<file path="src/rtl/vend_ctrl_if.sv">
// Vending controller bus: coin/selection/cancel inputs, dispenser handshake and status outputs.
// master drives the user-side inputs, slave is the controller.
interface vend_ctrl_if #(
  parameter int unsigned CREDIT_W = 4
);
  logic [1:0]          in;
  logic                sel_valid;
  logic [1:0]          sel_id;
  logic                cancel;
  logic                disp_ack;
  logic                disp_req;
  logic [1:0]          disp_id;
  logic                change;
  logic                reject;
  logic                insuf;
  logic [CREDIT_W-1:0] credit;
  logic                busy;

  modport master (
    output in, sel_valid, sel_id, cancel, disp_ack,
    input  disp_req, disp_id, change, reject, insuf, credit, busy
  );

  modport slave (
    input  in, sel_valid, sel_id, cancel, disp_ack,
    output disp_req, disp_id, change, reject, insuf, credit, busy
  );
endinterface

</file>
<file path="src/rtl/vend_ctrl.sv">
// 4-product vending transaction controller: coin credit, price check, dispenser
// req/ack handshake and one-unit-per-cycle change payout.
module vend_ctrl #(
  parameter int unsigned PRICE0   = 3,
  parameter int unsigned PRICE1   = 4,
  parameter int unsigned PRICE2   = 5,
  parameter int unsigned PRICE3   = 6,
  parameter int unsigned CREDIT_W = 4,
  parameter int unsigned TIMEOUT  = 15
) (
  input logic         clk,
  input logic         rst,
  vend_ctrl_if.slave  bus
);

  localparam int unsigned SUM_W      = CREDIT_W + 1;
  localparam int unsigned CREDIT_MAX = (1 << CREDIT_W) - 1;
  localparam int unsigned CNT_W      = (TIMEOUT > 1) ? $clog2(TIMEOUT) : 1;

  typedef enum logic [1:0] {
    IDLE     = 2'd0,
    COLLECT  = 2'd1,
    DISPENSE = 2'd2,
    CHANGE   = 2'd3
  } state_t;

  state_t              state_q, state_d;
  logic [CREDIT_W-1:0] credit_q, credit_d;
  logic [CNT_W-1:0]    cnt_q, cnt_d;
  logic                disp_req_q, disp_req_d;
  logic [1:0]          disp_id_q, disp_id_d;
  logic                change_q, change_d;
  logic                reject_q, reject_d;
  logic                insuf_q, insuf_d;
  logic                busy_q, busy_d;

  logic                coin_any;
  logic                coin_valid;
  logic                coin_bad;
  logic                coin_fits;
  logic [SUM_W-1:0]    coin_sum;
  logic [CREDIT_W-1:0] sel_price;

  function automatic logic [CREDIT_W-1:0] price_of(input logic [1:0] id);
    case (id)
      2'd0:    price_of = CREDIT_W'(PRICE0);
      2'd1:    price_of = CREDIT_W'(PRICE1);
      2'd2:    price_of = CREDIT_W'(PRICE2);
      default: price_of = CREDIT_W'(PRICE3);
    endcase
  endfunction

  // Coin decode; the one extra sum bit makes the overflow check exact.
  assign coin_any   = (bus.in != 2'b00);
  assign coin_bad   = (bus.in == 2'b11);
  assign coin_valid = coin_any && !coin_bad;
  assign coin_sum   = SUM_W'(credit_q) + SUM_W'(bus.in);
  assign coin_fits  = (coin_sum <= SUM_W'(CREDIT_MAX));
  assign sel_price  = price_of(bus.sel_id);

  // Next-state and next-output logic.
  always_comb begin
    state_d    = state_q;
    credit_d   = credit_q;
    cnt_d      = cnt_q;
    disp_req_d = disp_req_q;
    disp_id_d  = disp_id_q;
    change_d   = 1'b0;
    reject_d   = 1'b0;
    insuf_d    = 1'b0;

    case (state_q)
      IDLE: begin
        if (coin_bad) begin
          reject_d = 1'b1;
        end else if (coin_valid) begin
          credit_d = CREDIT_W'(bus.in);
          cnt_d    = '0;
          state_d  = COLLECT;
        end
        insuf_d = bus.sel_valid;
      end

      COLLECT: begin
        if (bus.cancel) begin
          reject_d = coin_any;
          state_d  = CHANGE;
        end else if (bus.sel_valid && (credit_q >= sel_price)) begin
          credit_d   = credit_q - sel_price;
          disp_id_d  = bus.sel_id;
          disp_req_d = 1'b1;
          reject_d   = coin_any;
          state_d    = DISPENSE;
        end else begin
          insuf_d = bus.sel_valid;
          if (coin_valid && coin_fits) begin
            credit_d = coin_sum[CREDIT_W-1:0];
            cnt_d    = '0;
          end else begin
            // Any cycle without an accepted coin advances the refund timer.
            reject_d = coin_any;
            if (cnt_q == CNT_W'(TIMEOUT - 1)) begin
              state_d = CHANGE;
            end else begin
              cnt_d = cnt_q + CNT_W'(1);
            end
          end
        end
      end

      DISPENSE: begin
        reject_d = coin_any;
        if (bus.disp_ack) begin
          disp_req_d = 1'b0;
          state_d    = (credit_q != '0) ? CHANGE : IDLE;
        end
      end

      CHANGE: begin
        reject_d = coin_any;
        if (credit_q == '0) begin
          state_d = IDLE;
        end else begin
          change_d = 1'b1;
          credit_d = credit_q - CREDIT_W'(1);
        end
      end

      default: begin
        state_d = IDLE;
      end
    endcase

    busy_d = (state_d == DISPENSE) || (state_d == CHANGE);
  end

  // State and output registers.
  always_ff @(posedge clk or negedge rst) begin
    if (!rst) begin
      state_q    <= IDLE;
      credit_q   <= '0;
      cnt_q      <= '0;
      disp_req_q <= 1'b0;
      disp_id_q  <= 2'd0;
      change_q   <= 1'b0;
      reject_q   <= 1'b0;
      insuf_q    <= 1'b0;
      busy_q     <= 1'b0;
    end else begin
      state_q    <= state_d;
      credit_q   <= credit_d;
      cnt_q      <= cnt_d;
      disp_req_q <= disp_req_d;
      disp_id_q  <= disp_id_d;
      change_q   <= change_d;
      reject_q   <= reject_d;
      insuf_q    <= insuf_d;
      busy_q     <= busy_d;
    end
  end

  assign bus.disp_req = disp_req_q;
  assign bus.disp_id  = disp_id_q;
  assign bus.change   = change_q;
  assign bus.reject   = reject_q;
  assign bus.insuf    = insuf_q;
  assign bus.credit   = credit_q;
  assign bus.busy     = busy_q;

endmodule

</file>
<file path="src/flat_wrapper.sv">
// flat-port wrapper written by rule: the top's interface ports become plain ports
module vend_ctrl_flat 
#(
  parameter int unsigned PRICE0   = 3,
  parameter int unsigned PRICE1   = 4,
  parameter int unsigned PRICE2   = 5,
  parameter int unsigned PRICE3   = 6,
  parameter int unsigned CREDIT_W = 4,
  parameter int unsigned TIMEOUT  = 15
)
  (clk, rst, bus_in, bus_sel_valid, bus_sel_id, bus_cancel, bus_disp_ack, bus_disp_req, bus_disp_id, bus_change, bus_reject, bus_insuf, bus_credit, bus_busy);
  vend_ctrl_if #(.CREDIT_W(CREDIT_W)) bus_i ();
  input logic clk;
  input logic rst;
  input wire logic [$bits(bus_i.in)-1:0] bus_in;
  input wire logic [$bits(bus_i.sel_valid)-1:0] bus_sel_valid;
  input wire logic [$bits(bus_i.sel_id)-1:0] bus_sel_id;
  input wire logic [$bits(bus_i.cancel)-1:0] bus_cancel;
  input wire logic [$bits(bus_i.disp_ack)-1:0] bus_disp_ack;
  output wire logic [$bits(bus_i.disp_req)-1:0] bus_disp_req;
  output wire logic [$bits(bus_i.disp_id)-1:0] bus_disp_id;
  output wire logic [$bits(bus_i.change)-1:0] bus_change;
  output wire logic [$bits(bus_i.reject)-1:0] bus_reject;
  output wire logic [$bits(bus_i.insuf)-1:0] bus_insuf;
  output wire logic [$bits(bus_i.credit)-1:0] bus_credit;
  output wire logic [$bits(bus_i.busy)-1:0] bus_busy;
  assign bus_i.in = bus_in;
  assign bus_i.sel_valid = bus_sel_valid;
  assign bus_i.sel_id = bus_sel_id;
  assign bus_i.cancel = bus_cancel;
  assign bus_i.disp_ack = bus_disp_ack;
  assign bus_disp_req = bus_i.disp_req;
  assign bus_disp_id = bus_i.disp_id;
  assign bus_change = bus_i.change;
  assign bus_reject = bus_i.reject;
  assign bus_insuf = bus_i.insuf;
  assign bus_credit = bus_i.credit;
  assign bus_busy = bus_i.busy;
  vend_ctrl #(.PRICE0(PRICE0), .PRICE1(PRICE1), .PRICE2(PRICE2), .PRICE3(PRICE3), .CREDIT_W(CREDIT_W), .TIMEOUT(TIMEOUT)) u_core (.clk(clk), .rst(rst), .bus(bus_i));
endmodule
</file>
<file path="config.mk">
export PLATFORM = sky130hd
export DESIGN_NAME = vend_ctrl_flat
export DESIGN_NICKNAME = d
export VERILOG_FILES = /design/src/rtl/vend_ctrl_if.sv /design/src/rtl/vend_ctrl.sv /design/src/flat_wrapper.sv
export SDC_FILE = /design/constraint.sdc
export NUM_CORES = 1
export LEC_CHECK = 0
export CAP_MARGIN = 30
export CORE_MARGIN = 2
export CORE_UTILIZATION = 53
export DETAILED_ROUTE_END_ITERATION = 7
export GPL_TIMING_DRIVEN = 0
export PLACE_DENSITY = 0.79
export SLEW_MARGIN = 20
export SYNTH_ARGS = -nofsm -noshare
export SYNTH_HDL_FRONTEND = slang
export SYNTH_SLANG_ARGS = --single-unit
</file>
<file path="constraint.sdc">
create_clock -name clk -period 3.15 [get_ports clk]
set_input_delay 0.63 -clock clk [delete_from_list [all_inputs] [get_ports clk]]
set_output_delay 0.63 -clock clk [all_outputs]
set_load 0.005 [all_outputs]
</file>
# --- Yosys cells after proc, flatten, opt, wreduce, memory -nomap -nowiden ---
# Index checks and enable logic that the tools add are counted.
classes:
  div_mod_pow: 0
  n_eq_ne: 18
  shifts: 0
  reduce_logical: 18
  order_cmp: 2
  multipliers: 0
  bitwise_logic: 1
  addsub: 4
  n_mux: 39
ops:
  columns: ["cell", "count"]
  rows:
  - ["2-to-1 mux 4 bit", 12]
  - ["2-to-1 mux 2 bit", 9]
  - ["equality test 2 bit (second input constant)", 6]
  - ["one-hot mux 4 bit (3 select lines)", 1]
  - ["AND reduction 6 bit", 2]
  - ["2-to-1 mux 1 bit", 11]
  - ["inequality test 2 bit (second input constant)", 5]
  - ["one-hot mux 3 bit (3 select lines)", 1]
  - ["one-hot mux 2 bit (4 select lines)", 1]
  - ["one-hot mux 4 bit (2 select lines)", 1]
  - ["nonzero test 2 bit", 3]
  - ["adder 4 x 2 -> 5 bit", 1]
  - ["<= comparator 5 x 4 -> 1 bit (second input constant)", 1]
  - ["adder 4 x 1 -> 4 bit (second input constant)", 1]
  - ["equality test 2 x 1 -> 1 bit (second input constant)", 2]
  - ["equality test 4 bit (second input constant)", 1]
  - ["greater-or-equal comparator 4 x 3 -> 1 bit", 1]
  - ["logical NOT 2 bit", 2]
  - ["logical NOT 4 bit", 1]
  - ["inequality test 2 x 1 -> 1 bit (second input constant)", 2]
  - ["one-hot mux 1 bit (2 select lines)", 2]
  - ["AND reduction 4 bit", 1]
  - ["nonzero test 4 bit", 1]
  - ["subtractor 4 x 1 -> 4 bit (second input constant)", 1]
  - ["11 further kinds", 13]
word_totals:
  latch_bits: 0
  register_bits: 17
  output_inout_bits: 11
  memories: 0
  wordCells: 91
  mem_bits_ro: 0
  mem_bits_rw: 0
  in_bits: 9

# --- Logic depth before layout (Yosys ltp) ---
depth:
  depth_word: 10
  depth_mapped: 12
  ltp_nobuf: 11

# --- Worst setup path after synthesis ---
# Ideal clock, no wire load.
synth_timing:
  kind: "input -> register"
  startpoint: "in bus_sel_id[0]"
  endpoint: "reg u_core.credit_q[3] (netlist: u_core.bus.credit[3])"
  path_slack_ps: 313
  arrival_ps: 2716
  cell_stages: 12
  path_buffers: 1
  t_required_ps: 3029
  setup_ps: 121
  path_cell_list: "inv_1 ha_1 nor2_1 nor2_1 ha_1 fa_1 nand2b_1 a31oi_2 buf_2 nor4b_1 o31a_1 o22a_1"
synth_via:
  elab_chain_len: 7
  elab_cells_between_ends: 12
  classes_between: "add/sub: 1; order compare: 1; eq/ne: 3; mux: 4; reduce/logical: 3"
synth_lines:
  columns: ["element", "line", "source"]
  rows:
  - ["start: declaration", "flat_wrapper.sv:17", "input wire logic [$bits(bus_i.sel_id)-1:0] bus_sel_id;"]
  - ["equality test 2 bit (tied with other cells)", "vend_ctrl.sv:45", "case (id)"]
  - ["one-hot mux 3 bit (3 select lines) (*)", "vend_ctrl.sv:45", null]
  - ["greater-or-equal comparator 4 x 3 -> 1 bit", "vend_ctrl.sv:88", "end else if (bus.sel_valid && (credit_q >= sel_price)) begin"]
  - ["logical AND 1 bit", "vend_ctrl.sv:88", null]
  - ["2-to-1 mux 4 bit", "vend_ctrl.sv:88", null]
  - ["2-to-1 mux 4 bit", "vend_ctrl.sv:85", "if (bus.cancel) begin"]
  - ["one-hot mux 4 bit (3 select lines)", "vend_ctrl.sv:72", "case (state_q)"]
  - ["end signal: assignment", "vend_ctrl.sv:151", "credit_q <= credit_d;"]
  - ["end: declaration", "vend_ctrl.sv:28", "logic [CREDIT_W-1:0] credit_q, credit_d;"]
# Mark *: on every way between the ends. The rest lies on a longest branch, timed or not. The select of a mux whose other input is x is not followed.
# A chain may end at the register's enable or synchronous reset.

# --- Worst setup path in the final report ---
layout_timing:
  startpoint: "in bus_sel_id[1]"
  endpoint: "reg u_core.credit_q[3] (netlist: u_core.bus.credit[3])"
# The elaborated chain is that of the path after synthesis.

==> reports/metrics.csv <==
metric,value,unit
initial core utilization,54.3,%
power share of the clock group,9.4,%
Yosys Warn Count,0,
Iteration-0 DRC Markers,28,
number of synthesized flops with an enable pin,0,
CP bufs+invs,3,
CTS buffer count,3,
port bufs,19,
Seq pwr share,27.6,%
R2R cell count,6,
power per cell area,828,mW/mm²
Hold Path Sink,u_core.bus.disp_id[1]$_DFFE_PN0P_,
Int Power,763,µW
post-synthesis sequential area ratio,32.5,%
gr usage total,23.1,%
flop-to-flop setup slack,760,ps
f_max,334,MHz
Multi-input gate area,853,µm²
Crit path max-delay family,adder cells,
fin cells,200,
worst hold start,u_core.bus.disp_id[1]$_DFFE_PN0P_,
Max-Cap Viols,0,
Hold Path Depth,2,
largest net degree at the start of global routing,18,
Syn-to-layout area delta,25.5,%
# IOs,20,
status,"finished, final reports clean",
Slew Limit Fails,0,
Synth Cell Area,0.00131,mm²
"Period Utilization, post-route",95.0,%
site row count,18,
CP cell instances,clkdlybuf4s50_1 > inv_1 > ha_1 > nor2_1 > nor2_1 > ha_1 > fa_1 > nand2b_4 > a31oi_4 > buf_6 > nor4b_1 > o31a_1 > o22a_1,
Gate power share,63.0,%
Core Box Area,0.00241,mm²
worst r2r dst,u_core.cnt_q[1]$_DFFE_PN0P_,
routability cong.,0.874,
CTS clock-pin slew for the worst setup and hold paths,110,ps
VDD IR max,0.535,mV
Vert. Die Dim,53.7,µm
initial antenna violation count,0,
Worst Setup End Kind,register,
reported net switching power,598,µW
max incr delay on CP,510,ps
setup TNS,0,ps
Post-DP Area,0.00154,mm²
worst-margin pin slew,776,ps
"Primary FF master, synth",dfrtp_1,
routed vias/inst,5.81,
fillers,195,
# DRC,0,
crit path launch type,primary input,
Finished Cell Area,0.00164,mm²
post-synthesis average cell area,9.22,µm²
final total power,1360,µW
"FF+latch count, synth",17,
area share of the largest cell type after synthesis,32.5,%
"Remaining Overflow, GRT",0,
Hold Fails Final Rpt,0,
"top cells by count, synth","17 x dfrtp_1, 14 x nand2_1, 14 x nor2_1, 13 x ha_1, 11 x inv_1",
CP Max Fanout,7,
CP Data Required Time,3350,ps
CTS sink cnt,17,
slowest CP cell,clkdlybuf4s50_1,
top-count cell post-synth,dfrtp_1,
Vias,1162,
CTS max path bufs,2,
Final min period,2990,ps
Max-slew headroom,48.1,%
final worst slack,159,ps
WL/cell,15.0,µm
syn nets,166,
CTS root buf,clkbuf_4,
post-synth top area cell,dfrtp_1,
Net Sw Frac,44.0,%
DP HPWL,2290,µm
# nets final,195,
critical setup path kind,primary input to register,
CTS tree,done,
first-pass GRT wire length,4840,µm
CTS Hold Bufs,0,
DR pass1 iterations,4,
Die X,53.7,µm
Leak,0.000708,µW
Reg area,425,µm²
async set or reset register ratio after synthesis,100,%
die area,0.00288,mm²
Worst Hold Class,register to register,
Critical Path AT,3190,ps
RSZ-0062 raised after global routing,false,
H-tree Lvls,1,
Final setup viols,0,
Syn Inst Count,142,
layout cells sized above 1,12.4,%
vias in the first global route,1066,
Worst-Skew Late Latency,310,ps
Post-DRT Antenna Nets,0,
RR Startpoint,u_core.bus.credit[0]$_DFFE_PN0P_,
final wirelength,3010,µm
distinct cell type count after synthesis,49,
DP Worst Slack,-421,ps
placed insts,191,
# diodes,0,
largest cells by area after synthesis,"dfrtp_1 33%, ha_1 12%, nand2_1 4.0%",
Setup Skew,5.98,ps
[cell families (layout without fill, tap and decap cells)]
group                    after synthesis  count (layout)  share of synthesized area [%]
AO/OA/AOI/OAI                         37              37                           23.3
XOR/XNOR                               1               1                          0.669
adder cells (fa/ha/maj)               15              15                           15.5
buffers and inverters                 16              44                           4.78
flip-flops                            17              17                           32.5
multiplexers                           3               3                           2.39
AND/OR/NAND/NOR                       53              53                           20.8
[metrics by stage]
| step | utilization (%) | hold slack (ps) |
|---|---|---|
| 2_1_floorplan | - | 334 |
| 3_3_place_gp | 63.8 | 468 |
| 3_5_place_dp | 63.8 | 481 |
| 4_1_cts | 65.9 | 507 |
| 5_1_grt | 68.2 | 531 |
| 6_report | 68.2 | 508 |
[power by group through the flow]
stage                     clock network [µW]  registers [µW]  logic [µW]
after floorplan                            0             371         513
after global placement                     0             374         747
after detailed placement                   0             380         773
after CTS                                129             376         800
after global routing                     142             384         943
final                                    127             376         857
[worst register-to-register path, stage by stage (launching register included)]
cell	delay [ps]
dfrtp_1	460
ha_1	260
fa_1	440
nand3_1	170
a211oi_2	120
a2111oi_4	480
mux2_1	360
[routing by layer]
layer  share of wire (%)  wire, µm  track usage, %  up-vias
li1                    -         -               -      574
met1                  45      1350            30.2      544
met2                  49      1480            38.0       37
met3                 4.6       138            4.72        7
met4                 1.3        39            7.69        0
met5                   0         0               0        -
[area by class of cell]
cell class,count,area share (%)
buffer,4,1.45
clock buffer,3,1.37
clock inverter,1,0.457
inverter,12,2.74
multi-input combinational,109,51.9
sequential,17,25.9
tap,30,2.28
timing repair buffer,24,13.9
[sequential cells by signal (all words and copies together), names as in the netlist]
| signal | flops |
|---|---|
| u_core.state_q | 2 |
| u_core.bus.credit | 4 |
| u_core.bus.insuf | 1 |
| u_core.bus.disp_id | 2 |
| u_core.bus.reject | 1 |
| u_core.bus.disp_req | 1 |
| u_core.bus.change | 1 |
| u_core.cnt_q | 4 |
| u_core.bus.busy | 1 |
[layout by cell type, fill, tap and decap left out, types with 3 or more instances in the layout]
master / Yosys / layout
nand2b_1: 4 / 3
nor3_1: 3 / 3
nand2_1: 14 / 14
clkdlybuf4s50_1: 0 / 19
buf_4: 0 / 5
nor2b_1: 4 / 4
clkbuf_4: 0 / 3
nor2_1: 14 / 14
ha_1: 13 / 13
o21ai_1: 4 / 4
nand3_1: 5 / 5
dfrtp_1: 17 / 17
a21oi_1: 5 / 5
inv_1: 11 / 11
o211ai_1: 4 / 4
[worst max-delay path by stage]
stage | startpoint | to | slack, ps | cells past startpoint
2_1_floorplan | bus_sel_id[0] | u_core.bus.credit[3]$_DFFE_PN0P_ | 310 | 12
3_3_place_gp | bus_sel_id[0] | u_core.bus.credit[3]$_DFFE_PN0P_ | -330 | 13
3_5_place_dp | bus_sel_id[0] | u_core.bus.credit[3]$_DFFE_PN0P_ | -420 | 13
4_1_cts | bus_sel_id[1] | u_core.bus.credit[3]$_DFFE_PN0P_ | 10 | 13
5_1_grt | bus_sel_id[1] | u_core.bus.credit[3]$_DFFE_PN0P_ | 3 | 13
6_report | bus_sel_id[1] | u_core.bus.credit[3]$_DFFE_PN0P_ | 160 | 13
[what timing repair did]
item                                    in CTS  in global routing
endpoints found under the setup margin       2                  3
resized for setup                            4                  3
pin swaps                                    0                  2
setup buffers                                0                  5
No activity file was read; power rests on OpenSTA's default activity.
